**config.mk**
```make
export PLATFORM = sky130hd
export DESIGN_NAME = uart_rx_param
export DESIGN_NICKNAME = d
export VERILOG_FILES = /design/src/rtl/uart_rx_param.sv
export SDC_FILE = /design/constraint.sdc
export NUM_CORES = 1
export LEC_CHECK = 0
export CAP_MARGIN = 20
export CORE_MARGIN = 5
export CORE_UTILIZATION = 40
export DETAILED_ROUTE_END_ITERATION = 10
export HOLD_SLACK_MARGIN = 0.06
export PLACE_DENSITY = 0.7
export SETUP_SLACK_MARGIN = 0.1
export SYNTH_ARGS = -nofsm -noshare
export SYNTH_HDL_FRONTEND = slang
export SYNTH_SLANG_ARGS = --single-unit
```
**constraint.sdc**
```tcl
create_clock -name clk -period 2.3 [get_ports clk]
set_input_delay 0.23 -clock clk [delete_from_list [all_inputs] [get_ports clk]]
set_output_delay 0.23 -clock clk [all_outputs]
set_load 0.01 [all_outputs]
```
**src/rtl/uart_rx_param.sv**
```systemverilog
`default_nettype none
// +--------------------------------------------------------------------------+
// | Module   : uart_rx_param                                                 |
// | Purpose  : Oversampling asynchronous serial receiver. It validates the   |
// |            start bit at mid-bit and samples the data, parity and stop    |
// |            bits at mid-bit. It flags frame and parity errors for each    |
// |            character and delivers characters over valid/ready with       |
// |            overrun detection.                                            |
// | Options  : define UART_RX_FIFO_EN to replace the single holding register |
// |            with a FIFO_DEPTH-entry FIFO.                                 |
// | Revision : 1.0 - initial release                                         |
// +--------------------------------------------------------------------------+
module uart_rx_param #(
  parameter int CLKS_PER_BIT = 16,
  parameter int DATA_BITS    = 8,
  parameter int PARITY       = 0,
  parameter int STOP_BITS    = 1,
  parameter int FIFO_DEPTH   = 4
) (
  input  logic                 clk,
  input  logic                 rst,
  input  logic                 rxd,
  output logic [DATA_BITS-1:0] rx_data,
  output logic                 rx_frame_err,
  output logic                 rx_parity_err,
  output logic                 rx_valid,
  input  logic                 rx_ready,
  output logic                 rx_busy,
  output logic                 rx_overrun
);

  localparam int c_samp_w = $clog2(CLKS_PER_BIT);
  localparam int c_bit_w  = $clog2(DATA_BITS + 1);
  localparam int c_ent_w  = DATA_BITS + 2;

  localparam logic [c_samp_w-1:0] c_half_last = c_samp_w'(CLKS_PER_BIT / 2 - 1);
  localparam logic [c_samp_w-1:0] c_full_last = c_samp_w'(CLKS_PER_BIT - 1);
  localparam logic [c_bit_w-1:0]  c_data_last = c_bit_w'(DATA_BITS - 1);
  localparam logic [c_bit_w-1:0]  c_stop_last = c_bit_w'(STOP_BITS - 1);

  // Reject illegal configurations at elaboration time.
  generate
    if (CLKS_PER_BIT < 4 || (CLKS_PER_BIT % 2) != 0 || DATA_BITS < 5 || DATA_BITS > 9 ||
        PARITY < 0 || PARITY > 2 || STOP_BITS < 1 || STOP_BITS > 2) begin : g_bad_frame_cfg
      $error("uart_rx_param: illegal frame configuration");
    end
    if (FIFO_DEPTH < 2 || (FIFO_DEPTH & (FIFO_DEPTH - 1)) != 0) begin : g_bad_fifo_cfg
      $error("uart_rx_param: FIFO_DEPTH must be a power of 2 and >= 2");
    end
  endgenerate

  typedef enum logic [2:0] {
    S_IDLE   = 3'd0,
    S_START  = 3'd1,
    S_DATA   = 3'd2,
    S_PARITY = 3'd3,
    S_STOP   = 3'd4
  } state_t;

  state_t                r_state, w_state_next;
  logic                  r_sync1, r_sync2, r_line_prev;
  logic                  w_line;
  logic [c_samp_w-1:0]   r_samp_cnt;
  logic [c_bit_w-1:0]    r_bit_cnt;
  logic [DATA_BITS-1:0]  r_shift;
  logic                  r_par_err, r_frame_err;
  logic                  w_samp_clr, w_start, w_data_smp, w_par_smp, w_stop_smp;
  logic                  w_bit_clr, w_complete;
  logic                  w_par_exp, w_frame_final, w_pop;
  logic [c_ent_w-1:0]    w_char;

  assign w_line = r_sync2;

  // Two-flop synchroniser, plus one more stage to detect the falling edge.
  always_ff @(posedge clk) begin
    if (rst) begin
      r_sync1     <= 1'b1;
      r_sync2     <= 1'b1;
      r_line_prev <= 1'b1;
    end else begin
      r_sync1     <= rxd;
      r_sync2     <= r_sync1;
      r_line_prev <= r_sync2;
    end
  end

  // State register.
  always_ff @(posedge clk) begin
    if (rst) r_state <= S_IDLE;
    else     r_state <= w_state_next;
  end

  // Next-state logic and per-cycle sampling strobes.
  always_comb begin
    w_state_next = r_state;
    w_samp_clr   = 1'b0;
    w_start      = 1'b0;
    w_data_smp   = 1'b0;
    w_par_smp    = 1'b0;
    w_stop_smp   = 1'b0;
    w_bit_clr    = 1'b0;
    w_complete   = 1'b0;
    case (r_state)
      S_IDLE: begin
        w_samp_clr = 1'b1;
        // Only a real 1->0 transition starts a frame; a held-low line never does.
        if (r_line_prev && !w_line) begin
          w_state_next = S_START;
          w_start      = 1'b1;
        end
      end
      S_START: begin
        if (r_samp_cnt == c_half_last) begin
          w_samp_clr   = 1'b1;
          w_state_next = w_line ? S_IDLE : S_DATA;
        end
      end
      S_DATA: begin
        if (r_samp_cnt == c_full_last) begin
          w_samp_clr = 1'b1;
          w_data_smp = 1'b1;
          if (r_bit_cnt == c_data_last) begin
            w_bit_clr    = 1'b1;
            w_state_next = (PARITY != 0) ? S_PARITY : S_STOP;
          end
        end
      end
      S_PARITY: begin
        if (r_samp_cnt == c_full_last) begin
          w_samp_clr   = 1'b1;
          w_par_smp    = 1'b1;
          w_state_next = S_STOP;
        end
      end
      S_STOP: begin
        if (r_samp_cnt == c_full_last) begin
          w_samp_clr = 1'b1;
          w_stop_smp = 1'b1;
          // The character is handed over at the last stop sample, without
          // waiting for the end of the stop bit.
          if (r_bit_cnt == c_stop_last) begin
            w_bit_clr    = 1'b1;
            w_complete   = 1'b1;
            w_state_next = S_IDLE;
          end
        end
      end
      default: w_state_next = S_IDLE;
    endcase
  end

  assign w_par_exp     = (PARITY == 2) ? (^r_shift) : (~^r_shift);
  assign w_frame_final = r_frame_err | (w_stop_smp & ~w_line);
  assign w_char        = {r_par_err, w_frame_final, r_shift};
  assign rx_busy       = (r_state != S_IDLE);
  assign w_pop         = rx_valid & rx_ready;

  // Datapath: sample/bit counters, LSB-first shift register and error flags.
  always_ff @(posedge clk) begin
    if (rst) begin
      r_samp_cnt  <= '0;
      r_bit_cnt   <= '0;
      r_shift     <= '0;
      r_par_err   <= 1'b0;
      r_frame_err <= 1'b0;
    end else begin
      if (w_samp_clr || r_samp_cnt == c_full_last) r_samp_cnt <= '0;
      else                                         r_samp_cnt <= r_samp_cnt + 1'b1;
      if (w_bit_clr)                    r_bit_cnt <= '0;
      else if (w_data_smp || w_stop_smp) r_bit_cnt <= r_bit_cnt + 1'b1;
      if (w_data_smp) r_shift <= {w_line, r_shift[DATA_BITS-1:1]};
      if (w_start) begin
        r_par_err   <= 1'b0;
        r_frame_err <= 1'b0;
      end
      if (w_par_smp)              r_par_err   <= (w_line != w_par_exp);
      if (w_stop_smp && !w_line)  r_frame_err <= 1'b1;
    end
  end

`ifdef UART_RX_FIFO_EN
  localparam int c_ptr_w = $clog2(FIFO_DEPTH);
  localparam logic [c_ptr_w:0] c_depth = (c_ptr_w + 1)'(FIFO_DEPTH);

  logic [c_ent_w-1:0] r_mem [FIFO_DEPTH];
  logic [c_ptr_w-1:0] r_wr_ptr, r_rd_ptr;
  logic [c_ptr_w:0]   r_count;
  logic               r_overrun;
  logic               w_full, w_push;

  assign w_full = (r_count == c_depth);
  // A full FIFO still accepts a character when the head leaves in the same cycle.
  assign w_push = w_complete & (~w_full | w_pop);

  // Output FIFO: pointers wrap naturally at the power-of-2 depth.
  always_ff @(posedge clk) begin
    if (rst) begin
      for (int i = 0; i < FIFO_DEPTH; i++) r_mem[i] <= '0;
      r_wr_ptr  <= '0;
      r_rd_ptr  <= '0;
      r_count   <= '0;
      r_overrun <= 1'b0;
    end else begin
      r_overrun <= w_complete & ~w_push;
      if (w_push) begin
        r_mem[r_wr_ptr] <= w_char;
        r_wr_ptr        <= r_wr_ptr + 1'b1;
      end
      if (w_pop) r_rd_ptr <= r_rd_ptr + 1'b1;
      case ({w_push, w_pop})
        2'b10:   r_count <= r_count + 1'b1;
        2'b01:   r_count <= r_count - 1'b1;
        default: r_count <= r_count;
      endcase
    end
  end

  assign rx_valid = (r_count != '0);
  assign {rx_parity_err, rx_frame_err, rx_data} = r_mem[r_rd_ptr];
  assign rx_overrun = r_overrun;
`else
  logic [c_ent_w-1:0] r_hold;
  logic               r_valid;
  logic               r_overrun;

  // Single holding register; a new character may replace one leaving this cycle.
  always_ff @(posedge clk) begin
    if (rst) begin
      r_hold    <= '0;
      r_valid   <= 1'b0;
      r_overrun <= 1'b0;
    end else begin
      r_overrun <= 1'b0;
      if (w_complete && (!r_valid || rx_ready)) begin
        r_hold  <= w_char;
        r_valid <= 1'b1;
      end else begin
        if (w_pop)      r_valid   <= 1'b0;
        if (w_complete) r_overrun <= 1'b1;
      end
    end
  end

  assign rx_valid = r_valid;
  assign {rx_parity_err, rx_frame_err, rx_data} = r_hold;
  assign rx_overrun = r_overrun;
`endif

endmodule
`default_nettype wire

```
* After elaboration in Yosys (flattened, before gate mapping)
Cells that the tools add are included.
** Storage, ports and cells
- Bits in registers :: 36
- Input bits :: 4
- Output and inout bits :: 13
- Logic and storage cells :: 82
** Cells by class
- $add $sub $neg :: 2
- Equality and inequality tests :: 15
- Mux-type cells :: 29
- Bitwise logic cells :: 4
- Reductions and logical operators :: 20
** Operator list (number)
- two-way mux 3 bit :: 7
- two-way mux 1 bit :: 18
- one-hot mux 3 bit (5 select lines) :: 1
- inequality test 2 bit, second input constant :: 7
- adder 4 x 1 -> 4 bit, second input constant :: 2
- equality test 4 x 3 -> 1 bit, second input constant :: 2
- XNOR reduction 8 bit :: 1
- AND reduction 7 bit :: 1
- equality test 3 x 2 -> 1 bit, second input constant :: 2
- nonzero test 2 bit :: 3
- OR reduction 2 bit :: 3
- equality test 4 bit, second input constant :: 1
- logical NOT 4 bit :: 1
- equality test 3 x 1 -> 1 bit, second input constant :: 1
- equality test 3 bit, second input constant :: 1
- logical AND 1 bit :: 3
- logical NOT 3 bit :: 1
- logical OR 1 bit :: 3
- one-hot mux 1 bit (3 select lines) :: 1
- nonzero test 3 bit :: 1
- OR reduction 3 bit :: 1
- bitwise AND 1 bit :: 2
- logical NOT 1 bit :: 2
- two-way mux 2 bit :: 1
- 4 further kinds :: 4

* Logic depth before layout (Yosys ltp)
- Depth after elaboration :: 6
- Mapped depth :: 7
- Gate-level depth less buffers :: 6

* Least setup slack after synthesis
No wires, ideal clock.
- Path kind :: reg-to-reg
- Start point :: reg r_bit_cnt[0]
- End point :: reg r_hold[1]
- Library setup time :: 128 ps
- Arrival time :: 1658 ps
- Data required time :: 2172 ps
- Path slack :: 514 ps
- Stages on the path, launching flop included :: 8
- Buffers on the path :: 1
- Clock period less this slack :: 1786 ps
- Path through :: dfxtp_1 > inv_1 > ha_1 > or3b_2 > nor4b_4 > buf_6 > mux2i_1 > nor2_1
** Between the ends
- Longest elaborated chain between the ends :: 5
** RTL lines
- start: declaration :: RTL line 64 : logic [c_bit_w-1:0] r_bit_cnt;
- start signal: assignment :: RTL line 170 : else if (w_data_smp || w_stop_smp) r_bit_cnt <= r_bit_cnt + 1'b1;
- logical NOT 4 bit :: RTL line 141 : if (r_bit_cnt == c_stop_last) begin
- two-way mux 1 bit :: RTL line 141
- two-way mux 1 bit :: RTL line 136 : if (r_samp_cnt == c_full_last) begin
- two-way mux 1 bit :: RTL line 103 : case (r_state)
- logical AND 1 bit :: RTL line 234 : if (w_complete && (!r_valid || rx_ready)) begin
- end signal: assignment :: RTL line 235 : r_hold <= w_char;
- end: declaration :: RTL line 222 : logic [c_ent_w-1:0] r_hold;
No other way between the ends.
A chain may end at the register's enable or synchronous reset.

* Worst setup path after layout
- Start point :: reg r_bit_cnt[0]
- End point :: reg r_hold[7]
The elaborated chain is that of the path after synthesis.

==> qor.yml <==
status:
  outcome: "finished, final reports clean"
clock_network:
  clk_pin_slew_worst_paths_ns: 0.07
  clockBufferDepth: 2
  post_cts_resized: 0
  root_buffer: "clkbuf_8"
  htreeDepth: 2
  holdBufCountCts: 0
  cts.sinks: 36
  post_cts.repair.setup_buffers: 0
  cts_inserted_buffers: 5
  tritoncts: "done"
  clk_latency_ns: 0.28
cells_and_area:
  syn_to_final_growth_pct: 20.1
  multi_input_area_um2: 792
  n_fill_cell: 354
  drive_gt1_frac: 0.127
  n_antenna_cell: 0
  regArea_um2: 721
  finalNetCount: 187
route:
  viasPerCell: 5.11
  wire_per_inst_um: 12.6
  drtIter0Drc: 47
  dr.pass1.iters: 4
  wl_um: 2890
  drc: 0
  num_vias: 1170
  ant_nets: 0
yosys:
  yosys_warnings: 0
  postSynthAreaPerCell_um2: 9.78
  synth_area_leader_cell: "dfxtp_1"
  ys_ff_latch: 36
  seq_area_frac_synth: 0.461
  synth_area_leaders: "dfxtp_1 46%, mux2i_1 12%, nor2_1 7.2%, xnor2_1 4.5%, xnor3_1 2.9%"
  synth_cell_types: 38
  synthesis.nets: 167
  synthCells: 160
  synth_area_um2: 1560
  synth_top_area_frac: 0.461
floorplan:
  chipHeight_um: 72.5
  ios: 17
  rows: 22
  die_x_um: 72.5
  die-area_um2: 5260
  initial_core_util: 0.421
  core_um2: 3720
global_routing:
  grt_usage: 0.128
  grt_pass1_vias: 1175
  grt_max_degree: 22
  grt_first_pass_wirelength_um: 5290
  grt_overflow: 0
  antenna_found_initial: 0
power_and_ir_drop:
  power.leakage_nw: 0.653
  powerDensity_nw_per_um2: 592
  vdd_drop_max_mv: 0.411
  p_total_mw: 1.11
worst_setup_path:
  r2r_cells: 7
  ff2ff_setup_slack_ns: 0.41
  r2r_end: "r_hold[7]$_SDFFE_PP0P_"
  crit_path_max_fanout: 11
  crit_type: "reg2reg"
  r2r-start: "r_bit_cnt[0]$_SDFFE_PP0P_"
  cp.required_ns: 2.45
  max_stage_delay_ns: 0.48
  cp-start-kind: "register"
  arrival_ns: 2.04
  path_cells: "inv_1, ha_1, or3b_2, nor4b_4, buf_4, mux2i_1, nor2_1"
  cp-end-kind: "register"
  critPathSlowestCell: "or3b_2"
timing:
  rsz0062_at_grt: "no"
  setup-violations-final: 0
  fmax_mhz: 528
  finalCritPeriodShare: 0.823
  timing.setup.tns_ns: 0
  finClkSkew_ns: 0.00291
  slew_viol_final: 0
  hold_viol_final: 0
  worst_slack_ns: 0.407
  worst_pin_slew_ns: 0.754
  slew_headroom: 0.496
  finalCriticalPeriod_ns: 1.89
placement:
  io_buffers: 16
  dp_hpwl_um: 2090
  routabilityCongestion: 0.752
  pre_cts_slack_ns: 0.397
hold_path:
  min_from: "r_sync1$_SDFF_PP1_"
  hold_depth: 1
  holdPathEnd: "r_sync2$_SDFF_PP1_"
  min_path_type: "reg2reg"
job:
  drv_cap: 0
==> sequential cells by signal, summed over array words and instances (netlist names) <==
name / flops
r_sync1: 1
r_line_prev: 1
r_samp_cnt: 4
rx_overrun: 1
r_bit_cnt: 4
r_hold: 10
rx_valid: 1
r_par_err: 1
r_sync2: 1
r_shift: 8
r_frame_err: 1
r_state: 3
==> metal layers <==
layer / up-vias / part of all wire / track usage
li1: 584 / - / -
met1: 559 / 0.43 / 0.154
met2: 20 / 0.50 / 0.206
met3: 7 / 0.049 / 0.0429
met4: 0 / 0.020 / 0.0553
met5: - / 0 / 0
==> layout make-up <==
| cell class | count | area share |
|---|---|---|
| clock buffer | 6 | 0.0440 |
| sequential | 36 | 0.384 |
| clock inverter | 2 | 0.00533 |
| inverter | 6 | 0.0120 |
| tap | 48 | 0.0320 |
| timing repair buffer | 20 | 0.101 |
| multi-input combinational | 111 | 0.422 |
==> cells in the final DEF (no fill, tap or decap), drive strengths merged <==
| cell type | synthesis | layout |
|---|---|---|
| xnor3 | 2 | 2 |
| nor3 | 4 | 4 |
| nand2b | 2 | 2 |
| a211oi | 1 | 1 |
| nor2b | 1 | 1 |
| clkbuf | 5 | 6 |
| nand2 | 5 | 5 |
| xnor2 | 8 | 8 |
| ha | 3 | 3 |
| nand3b | 1 | 1 |
| dfxtp | 36 | 36 |
| or3 | 1 | 1 |
| a221o | 1 | 1 |
| or3b | 2 | 2 |
| or2 | 4 | 4 |
| nor4 | 3 | 3 |
| o211ai | 1 | 1 |
| a21oi | 5 | 5 |
| buf | 2 | 4 |
| o21bai | 1 | 1 |
| nor4b | 2 | 2 |
| inv | 6 | 6 |
| a2bb2oi | 1 | 1 |
| xor2 | 1 | 1 |
| nor2 | 31 | 31 |
| o31a | 1 | 1 |
| o2111ai | 1 | 1 |
| nand3 | 4 | 4 |
| and3b | 1 | 1 |
| mux2i | 18 | 18 |
| and3 | 2 | 2 |
| clkinv | 0 | 2 |
| o21ai | 2 | 2 |
| clkdlybuf4s50 | 0 | 16 |
| or4b | 1 | 1 |
| nor3b | 1 | 1 |
==> cell families (layout without fill, tap and decap cells) <==
family | after synthesis | in the layout | synth area share
compound gates | 14 | 14 | 0.0632
xor+xnor | 11 | 11 | 0.0792
simple gates | 65 | 65 | 0.221
mux | 18 | 18 | 0.115
flops | 36 | 36 | 0.461
buf+inv | 13 | 34 | 0.0368
fa+ha+maj | 3 | 3 | 0.0240
==> how the worst max path moves through the flow <==
stage | from | end | slack (ns) | cells after the start
after floorplan | r_bit_cnt[0]$_SDFFE_PP0P_ | r_hold[1]$_SDFFE_PP0P_ | 0.51 | 7
after global placement | r_bit_cnt[0]$_SDFFE_PP0P_ | r_hold[7]$_SDFFE_PP0P_ | 0.44 | 7
after detailed placement | r_bit_cnt[0]$_SDFFE_PP0P_ | r_hold[7]$_SDFFE_PP0P_ | 0.40 | 7
after CTS | r_bit_cnt[0]$_SDFFE_PP0P_ | r_hold[7]$_SDFFE_PP0P_ | 0.39 | 7
after global routing | r_bit_cnt[0]$_SDFFE_PP0P_ | r_hold[3]$_SDFFE_PP0P_ | 0.28 | 7
final | r_bit_cnt[0]$_SDFFE_PP0P_ | r_hold[7]$_SDFFE_PP0P_ | 0.41 | 7
==> per-stage QoR <==
step / cell area (um2) / hold WS, ns / util / std cells
2_1_floorplan: 1560 / 0.334 / - / 160
3_3_place_gp: 1790 / 0.392 / 0.480 / 221
3_5_place_dp: 1790 / 0.406 / 0.480 / 221
4_1_cts: 1880 / 0.425 / 0.505 / 229
5_1_grt: 1880 / 0.447 / 0.505 / 229
6_report: 1880 / 0.420 / 0.505 / 229
==> report_power, final <==
part | switching, mW | internal, mW | total, mW
sequential | 0.00522 | 0.627 | 0.632
clock | 0.211 | 0.239 | 0.450
combinational | 0.0165 | 0.0142 | 0.0307
total | 0.233 | 0.880 | 1.11
==> Yosys cell counts, drive strengths merged <==
cell / instances
buf: 2
and3b: 1
and3: 2
nand2b: 2
o21bai: 1
ha: 3
inv: 6
nand3: 4
mux2i: 18
nand3b: 1
or3: 1
xor2: 1
o21ai: 2
a211oi: 1
dfxtp: 36
a21oi: 5
a221o: 1
o31a: 1
xnor3: 2
nor4b: 2
nand2: 5
xnor2: 8
nor2b: 1
clkbuf: 5
or3b: 2
a2bb2oi: 1
or2: 4
nor4: 3
nor3: 4
or4b: 1
nor2: 31
o211ai: 1
o2111ai: 1
nor3b: 1
==> critical path: cells and delay by family (launching register included) <==
family                     cells  cell delay [ns]
muxes                          1             0.21
DFF                            1             0.34
adders and majority gates      1             0.13
and+or+nand+nor                3             0.75
buffers and inverters          2             0.33
Power figures use the tool's default switching activity.
